===== config.mk =====
export PLATFORM = sky130hd
export DESIGN_NAME = falafel_lsu_flat
export DESIGN_NICKNAME = d
export VERILOG_FILES = /design/src/rtl/falafel_lsu_if.sv /design/src/rtl/falafel_lsu.sv /design/src/flat_wrapper.sv
export SDC_FILE = /design/constraint.sdc
export NUM_CORES = 1
export LEC_CHECK = 0
export ABC_CLOCK_PERIOD_IN_PS = 12200
export CAP_MARGIN = 0
export CORE_MARGIN = 1
export CORE_UTILIZATION = 52
export CTS_CLUSTER_SIZE = 16
export DETAILED_ROUTE_END_ITERATION = 10
export PLACE_DENSITY = 0.85
export SLEW_MARGIN = 0
export SYNTH_ARGS = -nofsm -noshare
export SYNTH_HDL_FRONTEND = slang
export SYNTH_SLANG_ARGS = --single-unit
export TNS_END_PERCENT = 50

===== constraint.sdc =====
create_clock -name clk_i -period 12.2 [get_ports clk_i]
set_input_delay 2.44 -clock clk_i [delete_from_list [all_inputs] [get_ports clk_i]]
set_output_delay 2.44 -clock clk_i [all_outputs]
set_load 0.01 [all_outputs]

===== src/rtl/falafel_lsu_if.sv =====
// Shared types and the bundled core/memory bus of the falafel load/store unit.
package falafel_lsu_pkg;

  localparam int DATA_W = 32;

  typedef enum logic [2:0] {
    OP_LOCK   = 3'd0,
    OP_UNLOCK = 3'd1,
    OP_LOAD   = 3'd2,
    OP_INSERT = 3'd3,
    OP_DELETE = 3'd4
  } lsu_op_e;

  typedef struct packed {
    logic [DATA_W-1:0] addr;
    logic [DATA_W-1:0] size;
    logic [DATA_W-1:0] next_addr;
  } header_data_t;

  typedef struct packed {
    logic         val;
    lsu_op_e      lsu_op;
    header_data_t header_data;
  } header_data_req_t;

  typedef struct packed {
    logic         val;
    header_data_t header_data;
  } header_data_rsp_t;

endpackage

// Core request/response plus single-port memory bus. The master view is the LSU;
// the slave view is the environment (allocator core and heap memory).
interface falafel_lsu_if;
  import falafel_lsu_pkg::*;

  header_data_req_t    req_i;
  logic                lsu_ready_o;
  header_data_rsp_t    rsp_o;
  logic                mem_req_o;
  logic                mem_gnt_i;
  logic                mem_we_o;
  logic                mem_lock_o;
  logic [DATA_W-1:0]   mem_addr_o;
  logic [DATA_W-1:0]   mem_wdata_o;
  logic                mem_rvalid_i;
  logic [DATA_W-1:0]   mem_rdata_i;

  modport master (
    input  req_i, mem_gnt_i, mem_rvalid_i, mem_rdata_i,
    output lsu_ready_o, rsp_o, mem_req_o, mem_we_o, mem_lock_o, mem_addr_o, mem_wdata_o
  );

  modport slave (
    output req_i, mem_gnt_i, mem_rvalid_i, mem_rdata_i,
    input  lsu_ready_o, rsp_o, mem_req_o, mem_we_o, mem_lock_o, mem_addr_o, mem_wdata_o
  );

endinterface


===== src/rtl/falafel_lsu.sv =====
// falafel_lsu: turns one allocator header/lock request at a time into word
// accesses on a single-port memory and returns a one-cycle response.
// Every output is a register written on the transition into the state that
// owns it, so nothing combinational runs from req_i to the outputs.
module falafel_lsu
  import falafel_lsu_pkg::*;
#(
  parameter logic [DATA_W-1:0] LOCK_ADDR   = '0,
  parameter int unsigned       WORD_BYTES  = DATA_W / 8,
  parameter int unsigned       RETRY_DELAY = 4
) (
  input  logic          clk_i,
  input  logic          rst_i,
  falafel_lsu_if.master bus
);

  localparam int                CNT_W    = $clog2(RETRY_DELAY + 1);
  localparam logic [DATA_W-1:0] WORD_OFS = DATA_W'(WORD_BYTES);

  typedef enum logic [3:0] {
    S_IDLE, S_RD_SIZE, S_WAIT_SIZE, S_RD_NEXT, S_WAIT_NEXT, S_WR_SIZE, S_WR_NEXT,
    S_LOCK_RD, S_LOCK_WAIT, S_LOCK_BACKOFF, S_LOCK_WR, S_UNLOCK_WR, S_RSP
  } state_e;

  state_e              state_q;
  header_data_t        hdr_q;        // header latched at acceptance
  logic [DATA_W-1:0]   size_rd_q;    // size word returned by the first LOAD read
  logic [CNT_W-1:0]    backoff_q;    // remaining idle cycles before a lock retry
  logic                lsu_ready_q;
  header_data_rsp_t    rsp_q;
  logic                mem_req_q;
  logic                mem_we_q;
  logic                mem_lock_q;
  logic [DATA_W-1:0]   mem_addr_q;
  logic [DATA_W-1:0]   mem_wdata_q;

  assign bus.lsu_ready_o = lsu_ready_q;
  assign bus.rsp_o       = rsp_q;
  assign bus.mem_req_o   = mem_req_q;
  assign bus.mem_we_o    = mem_we_q;
  assign bus.mem_lock_o  = mem_lock_q;
  assign bus.mem_addr_o  = mem_addr_q;
  assign bus.mem_wdata_o = mem_wdata_q;

  // Sequencer: state plus registered bus/response outputs for the state being entered.
  always_ff @(posedge clk_i or posedge rst_i) begin
    if (rst_i) begin
      state_q     <= S_IDLE;
      hdr_q       <= '0;
      size_rd_q   <= '0;
      backoff_q   <= '0;
      lsu_ready_q <= 1'b1;
      rsp_q       <= '0;
      mem_req_q   <= 1'b0;
      mem_we_q    <= 1'b0;
      mem_lock_q  <= 1'b0;
      mem_addr_q  <= '0;
      mem_wdata_q <= '0;
    end else begin
      case (state_q)
        S_IDLE: begin
          if (bus.req_i.val) begin
            hdr_q       <= bus.req_i.header_data;
            lsu_ready_q <= 1'b0;
            case (bus.req_i.lsu_op)
              OP_LOAD: begin
                state_q    <= S_RD_SIZE;
                mem_req_q  <= 1'b1;
                mem_we_q   <= 1'b0;
                mem_addr_q <= bus.req_i.header_data.addr;
              end
              OP_INSERT: begin
                state_q     <= S_WR_SIZE;
                mem_req_q   <= 1'b1;
                mem_we_q    <= 1'b1;
                mem_addr_q  <= bus.req_i.header_data.addr;
                mem_wdata_q <= bus.req_i.header_data.size;
              end
              OP_DELETE: begin
                // Only the link word changes: the predecessor now points past us.
                state_q     <= S_WR_NEXT;
                mem_req_q   <= 1'b1;
                mem_we_q    <= 1'b1;
                mem_addr_q  <= bus.req_i.header_data.addr + WORD_OFS;
                mem_wdata_q <= bus.req_i.header_data.next_addr;
              end
              OP_LOCK: begin
                state_q    <= S_LOCK_RD;
                mem_req_q  <= 1'b1;
                mem_we_q   <= 1'b0;
                mem_lock_q <= 1'b1;
                mem_addr_q <= LOCK_ADDR;
              end
              OP_UNLOCK: begin
                state_q     <= S_UNLOCK_WR;
                mem_req_q   <= 1'b1;
                mem_we_q    <= 1'b1;
                mem_addr_q  <= LOCK_ADDR;
                mem_wdata_q <= '0;
              end
              default: begin
                // Unknown op: answer straight away with an empty header.
                state_q           <= S_RSP;
                rsp_q.val         <= 1'b1;
                rsp_q.header_data <= '0;
              end
            endcase
          end
        end

        S_RD_SIZE: begin
          if (bus.mem_gnt_i) begin
            state_q   <= S_WAIT_SIZE;
            mem_req_q <= 1'b0;
          end
        end

        S_WAIT_SIZE: begin
          if (bus.mem_rvalid_i) begin
            state_q    <= S_RD_NEXT;
            size_rd_q  <= bus.mem_rdata_i;
            mem_req_q  <= 1'b1;
            mem_addr_q <= hdr_q.addr + WORD_OFS;
          end
        end

        S_RD_NEXT: begin
          if (bus.mem_gnt_i) begin
            state_q   <= S_WAIT_NEXT;
            mem_req_q <= 1'b0;
          end
        end

        S_WAIT_NEXT: begin
          if (bus.mem_rvalid_i) begin
            state_q                     <= S_RSP;
            rsp_q.val                   <= 1'b1;
            rsp_q.header_data.addr      <= hdr_q.addr;
            rsp_q.header_data.size      <= size_rd_q;
            rsp_q.header_data.next_addr <= bus.mem_rdata_i;
          end
        end

        S_WR_SIZE: begin
          if (bus.mem_gnt_i) begin
            state_q     <= S_WR_NEXT;
            mem_addr_q  <= hdr_q.addr + WORD_OFS;
            mem_wdata_q <= hdr_q.next_addr;
          end
        end

        S_WR_NEXT: begin
          if (bus.mem_gnt_i) begin
            state_q           <= S_RSP;
            mem_req_q         <= 1'b0;
            mem_we_q          <= 1'b0;
            rsp_q.val         <= 1'b1;
            rsp_q.header_data <= hdr_q;
          end
        end

        S_LOCK_RD: begin
          if (bus.mem_gnt_i) begin
            state_q   <= S_LOCK_WAIT;
            mem_req_q <= 1'b0;
          end
        end

        S_LOCK_WAIT: begin
          if (bus.mem_rvalid_i) begin
            if (bus.mem_rdata_i != '0) begin
              // Lock is held elsewhere: release the bus while we wait.
              state_q    <= S_LOCK_BACKOFF;
              mem_lock_q <= 1'b0;
              backoff_q  <= CNT_W'(RETRY_DELAY - 1);
            end else begin
              state_q     <= S_LOCK_WR;
              mem_req_q   <= 1'b1;
              mem_we_q    <= 1'b1;
              mem_wdata_q <= DATA_W'(1);
            end
          end
        end

        S_LOCK_BACKOFF: begin
          if (backoff_q == '0) begin
            state_q    <= S_LOCK_RD;
            mem_req_q  <= 1'b1;
            mem_we_q   <= 1'b0;
            mem_lock_q <= 1'b1;
            mem_addr_q <= LOCK_ADDR;
          end else begin
            backoff_q <= backoff_q - 1'b1;
          end
        end

        S_LOCK_WR: begin
          if (bus.mem_gnt_i) begin
            state_q           <= S_RSP;
            mem_req_q         <= 1'b0;
            mem_we_q          <= 1'b0;
            mem_lock_q        <= 1'b0;
            rsp_q.val         <= 1'b1;
            rsp_q.header_data <= '0;
          end
        end

        S_UNLOCK_WR: begin
          if (bus.mem_gnt_i) begin
            state_q           <= S_RSP;
            mem_req_q         <= 1'b0;
            mem_we_q          <= 1'b0;
            rsp_q.val         <= 1'b1;
            rsp_q.header_data <= '0;
          end
        end

        S_RSP: begin
          state_q     <= S_IDLE;
          rsp_q       <= '0;
          lsu_ready_q <= 1'b1;
        end

        default: begin
          state_q     <= S_IDLE;
          rsp_q       <= '0;
          lsu_ready_q <= 1'b1;
          mem_req_q   <= 1'b0;
          mem_we_q    <= 1'b0;
          mem_lock_q  <= 1'b0;
        end
      endcase
    end
  end

endmodule


===== src/flat_wrapper.sv =====
// flat-port wrapper written by rule: the top's interface ports become plain ports
module falafel_lsu_flat import falafel_lsu_pkg::*;
#(
  parameter logic [DATA_W-1:0] LOCK_ADDR   = '0,
  parameter int unsigned       WORD_BYTES  = DATA_W / 8,
  parameter int unsigned       RETRY_DELAY = 4
)
  (clk_i, rst_i, bus_req_i, bus_mem_gnt_i, bus_mem_rvalid_i, bus_mem_rdata_i, bus_lsu_ready_o, bus_rsp_o, bus_mem_req_o, bus_mem_we_o, bus_mem_lock_o, bus_mem_addr_o, bus_mem_wdata_o);
  falafel_lsu_if bus_i ();
  input  logic clk_i;
  input  logic rst_i;
  input wire logic [$bits(bus_i.req_i)-1:0] bus_req_i;
  input wire logic [$bits(bus_i.mem_gnt_i)-1:0] bus_mem_gnt_i;
  input wire logic [$bits(bus_i.mem_rvalid_i)-1:0] bus_mem_rvalid_i;
  input wire logic [$bits(bus_i.mem_rdata_i)-1:0] bus_mem_rdata_i;
  output wire logic [$bits(bus_i.lsu_ready_o)-1:0] bus_lsu_ready_o;
  output wire logic [$bits(bus_i.rsp_o)-1:0] bus_rsp_o;
  output wire logic [$bits(bus_i.mem_req_o)-1:0] bus_mem_req_o;
  output wire logic [$bits(bus_i.mem_we_o)-1:0] bus_mem_we_o;
  output wire logic [$bits(bus_i.mem_lock_o)-1:0] bus_mem_lock_o;
  output wire logic [$bits(bus_i.mem_addr_o)-1:0] bus_mem_addr_o;
  output wire logic [$bits(bus_i.mem_wdata_o)-1:0] bus_mem_wdata_o;
  assign bus_i.req_i = bus_req_i;
  assign bus_i.mem_gnt_i = bus_mem_gnt_i;
  assign bus_i.mem_rvalid_i = bus_mem_rvalid_i;
  assign bus_i.mem_rdata_i = bus_mem_rdata_i;
  assign bus_lsu_ready_o = bus_i.lsu_ready_o;
  assign bus_rsp_o = bus_i.rsp_o;
  assign bus_mem_req_o = bus_i.mem_req_o;
  assign bus_mem_we_o = bus_i.mem_we_o;
  assign bus_mem_lock_o = bus_i.mem_lock_o;
  assign bus_mem_addr_o = bus_i.mem_addr_o;
  assign bus_mem_wdata_o = bus_i.mem_wdata_o;
  falafel_lsu #(.LOCK_ADDR(LOCK_ADDR), .WORD_BYTES(WORD_BYTES), .RETRY_DELAY(RETRY_DELAY)) u_core (.clk_i(clk_i), .rst_i(rst_i), .bus(bus_i));
endmodule

==> metrics.md, run 1 <==
| Metric | Value |
|---|---|
| Cells after Synth | `1368` |
| Clock skew | `13.59 ps` |
| Post CTS Setup Buffer Count | `0` |
| Avg WL per Cell | `22.46 µm` |
| Pleak | `7.604 nW` |
| Pint | `2.829 mW` |
| Post-Route Setup TNS | `0 ps` |
| Cell area after technology mapping | `14600 µm²` |
| Syn nets | `1508` |
| Fmax | `0.2039 GHz` |
| Via count | `12920` |
| GRT Util Overall | `0.3102` |
| Global-route wire length before repair | `69830 µm` |
| P per Cell Area | `241.5 nW/µm²` |
| Slew Limit Fails | `0` |
| Synth top cells by count | `dfrtp_1, mux2_2, nand2_1` |
| Sw frac | `0.3777` |
| Iter 0 DRT Violations | `1429` |
| Cts bufs inserted | `31` |
| CTS H-tree depth | `1` |
| Layout area overhead | `28.95%` |
| Clock Sink Count | `300` |
| YS warnings | `0` |
| Site Rows | `60` |
| Hold path cells | `2` |
| Port buffer count | `300` |
| Total stage count of the critical path | `6` |
| Register area share after synthesis | `0.5144` |
| Max Root-Sink Buffers | `3` |
| Slew HR | `0.1828` |
| CP Max Fanout | `16` |
| DRT Pass-1 Iters | `6` |
| Period minus WS final | `4904 ps` |
| R2R setup slack | `8780 ps` |
| Clk slew on worst S/H paths | `60 ps` |
| Largest area contributor in the netlist | `dfrtp_1` |
| Layout Nets | `1751` |
| Sw Pwr | `1.717 mW` |
| Critical R2R Launch | `u_core.state_q[1]` |
| CP peak stage delay | `810 ps` |
| Post-Layout Cell Count | `2005` |
| Chip Width | `169.6 µm` |
| Synth top area cells | `dfrtp_1, mux2_2, a22oi_1, o21ai_0, nand2_1` |
| Hold_buf cts | `0` |
| Critical path required time | `12680 ps` |
| Cells on worst reg2reg path | `5` |
| # DRC | `0` |
| Final Hold Fails | `0` |
| Type of origin of the critical path | `input pin` |
| Die ar. | `28750 µm²` |
| Die Y | `169.6 µm` |
| Status | `finished, final reports clean` |
| Setup slack after layout | `7296 ps` |
| Sequential share of power | `0.382` |
| Synthesized area per cell | `10.67 µm²` |
| Prevailing post-synth register cell | `dfrtp_1` |
| Top Ports | `301` |
| Crit-path slowest cell | `clkdlybuf4s50_1` |
| R2R Path End | `u_core.bus.rsp_o[25]` |
| WP buf/inv | `1` |
| Vias in the first global route | `12650` |
| First element of the critical path | `bus_req_i[98]` |
| Post-synth top area share | `0.5126` |
| Worst IR Drop VDD | `0.2156 mV` |
| WS Path Type | `input pin to register` |
| Share of layout cells above drive strength 1 | `0.1500` |
| Post-synthesis cell type count | `73` |
| Worst-Skew Late Latency | `570 ps` |
| # Max-Cap Violations | `0` |
| Placed cells | `1950` |
| Vias/cell | `6.441` |
| HPWL Detailed | `29920 µm` |
| Root buffer cell | `clkbuf_16` |
| Largest net degree at the start of global routing | `151` |
| Ordered cell list for the critical path | `clkdlybuf4s50_1, nor3b_2, o211ai_1, nand2_1, o21ai_0, a41oi_1` |
| Core area | `27250 µm²` |
| CTS tree | `built` |
| Asr flop ratio synth | `1.000` |
| Initial antenna violation count | `1` |
| # diodes | `0` |
| Number of synthesized flops with an enable pin | `0` |
| Crit path max-delay family | `simple AND/OR/NAND/NOR gates` |
| Comb power frac | `0.411` |
| Remaining antenna violation count after routing | `0` |
| Arrival time at the worst endpoint | `5380 ps` |
| Post-Route WL | `45030 µm` |
| Clk network pwr share | `0.207` |
| Final Cycle Share | `0.4020` |
| Final setup fails | `0` |
| Hold Path Class | `register to register` |
| Synthesized flop and latch total | `300` |
| Least-Margin Pin Slew | `1226 ps` |
| Total gr overflow | `0` |
| CP endpoint | `u_core.bus.mem_addr_o[28]` |
| Routability Congestion | `0.9275` |
| Initial core utilization | `0.5357` |
| Critical path endpoint category | `register` |
| Post-CTS resize count | `0` |
| RSZ-0062 raised after global routing | `false` |
| Pre-CTS setup slack | `6768 ps` |
| Most common cell in the netlist | `dfrtp_1` |
==> layout by cell type (no fill, tap or decap), drive strengths merged, types with 20 or more instances in the layout <==
master and n:
nor4 20, o21ai 135, a21oi 20, clkbuf 41, nor2 54, clkdlybuf4s50 300
nand4 24, mux2 159, nand2 150, a22oi 99, dfrtp 299, a22o 33
==> sequential cells by signal, summed over array words and instances (netlist names), 3 cells and up <==
register / count
u_core.size_rd_q: 32
u_core.bus.mem_addr_o: 32
u_core.bus.mem_wdata_o: 32
u_core.bus.rsp_o: 97
u_core.state_q: 4
u_core.hdr_q: 96
u_core.backoff_q: 3
==> per-layer routing <==
metal / wire (µm) / share of wire / GRT usage / vias up
met2: 21210 / 0.47 / 0.4963 / 711
met4: 1715 / 0.038 / 0.1273 / 0
met3: 4516 / 0.10 / 0.08162 / 114
li1: - / - / - / 5602
met5: 0 / 0 / 0 / -
met1: 17580 / 0.39 / 0.4009 / 6488
==> area by class of cell <==
cell class / instances / area, µm²
timing repair buffer: 317 / 3131
inverter: 17 / 71.32
tap: 372 / 465.4
clock inverter: 14 / 130.1
fill: 1960 / 8427
sequential: 300 / 7508
clock buffer: 41 / 883.3
multi-input combinational: 944 / 6635
==> tightest hold or removal path, stage by stage (launching register included) <==
cell	delay, ps
dfstp_2	370
nand2_1	50
nand2_1	50
==> power groups by stage <==
stage	registers (mW)	clock network (mW)	logic, mW
global route	1.78	0.984	2.01
detailed placement	1.73	0	1.85
finish	1.73	0.942	1.87
CTS	1.72	0.946	1.86
floorplan	1.69	0	1.13
global placement	1.71	0	1.80
==> cells by family (layout without fill, tap and decap cells) <==
group,count (synthesis),count (layout),synth area share
xor+xnor,22,22,0.01320
flops,300,300,0.5144
mux,161,161,0.1240
fa+ha+maj,4,4,0.003429
simple gates,354,354,0.1203
compound gates,403,403,0.1893
buf+inv,124,389,0.03531
==> how the worst min path moves through the flow <==
stage                             endpoint                    from  slack, ps
floorplan              u_core.backoff_q[0]     u_core.backoff_q[0]        450
global placement    u_core.bus.lsu_ready_o  u_core.bus.lsu_ready_o        450
detailed placement  u_core.bus.lsu_ready_o  u_core.bus.lsu_ready_o        450
CTS                 u_core.bus.lsu_ready_o  u_core.bus.lsu_ready_o        460
global route        u_core.bus.lsu_ready_o  u_core.bus.lsu_ready_o        480
finish              u_core.bus.lsu_ready_o  u_core.bus.lsu_ready_o        460
==> through the flow <==
stage | util | hold WS, ps | instance area (µm²) | total power [mW]
final | 0.6908 | 458.0 | 18820 | 4.546
after global routing | 0.6908 | 475.6 | 18820 | 4.771
after CTS | 0.6908 | 462.2 | 18820 | 4.532
after detailed placement | 0.6536 | 452.1 | 17810 | 3.585
after global placement | 0.6536 | 451.8 | 17810 | 3.509
after floorplan | - | 455.0 | 14600 | 2.812
(Power assumes the default switching activity.)
==> inputs of run 2 (changes only) <==
- ABC_CLOCK_PERIOD_IN_PS: 12200 -> 4900
- clock period: 12.2 -> 4.9 ns (I/O delays scaled with it)
==> run 2 against run 1 <==
Compared with the run above:
- total power increased to 2.6 times the previous value
- global-route usage increased by 0.58 points
- highest routed layer is now met5
- clock power increased to 2.8 times the previous value
- largest power group unchanged
- first-iteration DRC count decreased by 22%
- non-clock buffer count increased by 5
==> metrics.md, run 2 (same netlist as run 1, synthesis figures left out) <==
| Metric | Value |
|---|---|
| R2R setup slack | `1480 ps (was 8780 ps)` |
| Clock Sink Count | `300 (unchanged)` |
| Worst-Skew Late Latency | `510 ps (was 570 ps)` |
| Layout Nets | `1759 (was 1751)` |
| Critical path required time | `5280 ps (was 12680 ps)` |
| Share of layout cells above drive strength 1 | `0.1529 (was 0.1500)` |
| Vias in the first global route | `12930 (was 12650)` |
| Pleak | `7.701 nW (was 7.604 nW)` |
| Worst Hold Launch | `u_core.bus.lsu_ready_o (unchanged)` |
| Via count | `12970 (was 12920)` |
| Slew Limit Fails | `0 (unchanged)` |
| Chip Width | `169.6 µm (unchanged)` |
| Global-route wire length before repair | `71180 µm (was 69830 µm)` |
| Clk slew on worst S/H paths | `60 ps (about the same)` |
| DRT Pass-1 Iters | `6 (unchanged)` |
| Filler Cell Count | `1935 (was 1960)` |
| Vias/cell | `6.433 (was 6.441)` |
| Avg WL per Cell | `22.80 µm (was 22.46 µm)` |
| Final Hold Fails | `0 (unchanged)` |
| Critical path endpoint category | `register (unchanged)` |
| Layout area overhead | `30.44% (was 28.95%)` |
| Initial core utilization | `0.5357 (unchanged)` |
| Least-Margin Pin Slew | `1209 ps (was 1226 ps)` |
| Total gr overflow | `0 (unchanged)` |
| Commonest cells after routing, fill and taps aside | `clkdlybuf4s50_1, dfrtp_1, mux2_2, nand2_1, o21ai_0 (unchanged)` |
| Slew HR | `0.1939 (was 0.1828)` |
| Die Y | `169.6 µm (unchanged)` |
| Worst hold margin | `472.9 ps (was 458.0 ps)` |
| Site Rows | `60 (unchanged)` |
| GRT Util Overall | `0.3159 (was 0.3102)` |
| P per Cell Area | `613.4 nW/µm² (was 241.5 nW/µm²)` |
| Largest net degree at the start of global routing | `141 (was 151)` |
| Hold_buf cts | `0 (unchanged)` |
| CP Max Fanout | `16 (unchanged)` |
| R2R Path End | `u_core.bus.mem_addr_o[9] (was u_core.bus.rsp_o[25])` |
| Post-CTS resize count | `0 (unchanged)` |
| Most common cell after layout, fill and taps aside | `clkdlybuf4s50_1 (unchanged)` |
| Hold Path Class | `register to register (unchanged)` |
| Core area | `27250 µm² (unchanged)` |
| Clock skew | `19.00 ps (was 13.59 ps)` |
| Port buffer count | `300 (unchanged)` |
| Final Cycle Share | `0.7058` |
| Period minus WS final | `3458 ps` |
| Initial antenna violation count | `3 (was 1)` |
| Setup slack after layout | `1442 ps (was 7296 ps)` |
| WS Path Type | `input pin to register (unchanged)` |
| Critical R2R Launch | `u_core.state_q[1] (unchanged)` |
| Arrival time at the worst endpoint | `3840 ps (was 5380 ps)` |
| Remaining antenna violation count after routing | `0 (unchanged)` |
| PnR Total Power | `11.68 mW (was 4.546 mW)` |
| Post CTS Setup Buffer Count | `0 (unchanged)` |
| Worst IR Drop VDD | `0.4225 mV (was 0.2156 mV)` |
| Hold path cells | `2 (unchanged)` |
| Root buffer cell | `clkbuf_16 (unchanged)` |
| Cts bufs inserted | `34 (was 31)` |
| # Max-Cap Violations | `0 (unchanged)` |
| Routability Congestion | `0.9159 (was 0.9275)` |
| CTS tree | `built (unchanged)` |
| RSZ-0062 raised after global routing | `false (unchanged)` |
| Pre-CTS setup slack | `1023 ps (was 6768 ps)` |
| # DRC | `0 (unchanged)` |
| Status | `finished, final reports clean (unchanged)` |
| Cells on worst reg2reg path | `5 (unchanged)` |
| Type of origin of the critical path | `input pin (unchanged)` |
| Post-Route WL | `45970 µm (was 45030 µm)` |
| Final setup fails | `0 (unchanged)` |
| CTS H-tree depth | `2 (was 1)` |
| Top Ports | `301 (unchanged)` |
| HPWL Detailed | `30010 µm (was 29920 µm)` |
| Max FFs per register | `97 (unchanged)` |
| Fmax | `0.2892 GHz` |
| Iter 0 DRT Violations | `1117 (was 1429)` |
| Die ar. | `28750 µm² (unchanged)` |
| Hold path endpoint | `u_core.bus.lsu_ready_o (unchanged)` |
| Max Root-Sink Buffers | `3 (unchanged)` |
run 2: cell types whose count changed in the layout (fill, tap and decap cells not counted), moves of 2 or more:
| cell | delta |
|---|---|
| buf_4 | +2 |
| clkbuf_1 | +3 |
| bufinv_16 | +2 |
| buf_12 | +3 |
| clkinv_2 | -4 |
| diode_2 | +2 |
| clkbuf_16 | +4 |
run 2: worst max-delay path by stage:
stage	from	endpoint	cells after the start
floorplan	rst_i	u_core.backoff_q[0]	1
global placement	bus_req_i[97]	u_core.bus.rsp_o[79]	6
detailed placement	bus_req_i[97]	u_core.bus.rsp_o[11]	7
CTS	bus_req_i[98]	u_core.bus.mem_addr_o[24]	7
global route	bus_req_i[97]	u_core.bus.rsp_o[29]	7
finish	bus_req_i[98]	u_core.bus.mem_addr_o[9]	7
run 2: final cells by class:
cell class                 instances  area [µm²]  share of cell area
antenna                            2       5.005           0.0002628
multi-input combinational        944        6635              0.3484
sequential                       300        7508              0.3943
inverter                          17       67.56            0.003548
timing repair buffer             322        3206              0.1683
clock inverter                    12       173.9            0.009133
tap                              372       465.4             0.02444
clock buffer                      47       980.9             0.05151
run 2: critical path, cell delays in order:
cell and delay (ps):
clkdlybuf4s50_1 700, nor3b_2 310, buf_4 230, o211ai_1 400
nand2_1 590, a221oi_1 540, nor2_1 80
run 2: metal layers:
metal	up-vias	GRT usage	wire, µm
met5	-	0	24
met4	4	0.1351	1717
met3	133	0.08629	4686
met2	755	0.5017	21520
met1	6450	0.4074	18020
li1	5627	-	-
run 2: report_power, final:
group	internal [mW]	switching [mW]	leakage [nW]
combinational	2.23	2.47	3.35
sequential	3.47	0.860	3.78
clock	1.62	1.04	0.572
total	7.31	4.37	7.70
run 2: stage by stage:
step / std cells / utilization / area, µm² / TNS, ps
global placement: 1955 / 0.6562 / 17880 / 0
finish: 2016 / 0.6988 / 19040 / 0
CTS: 2014 / 0.6986 / 19040 / 0
detailed placement: 1955 / 0.6562 / 17880 / 0
floorplan: 1368 / - / 14600 / -19810
global route: 2015 / 0.6987 / 19040 / 0
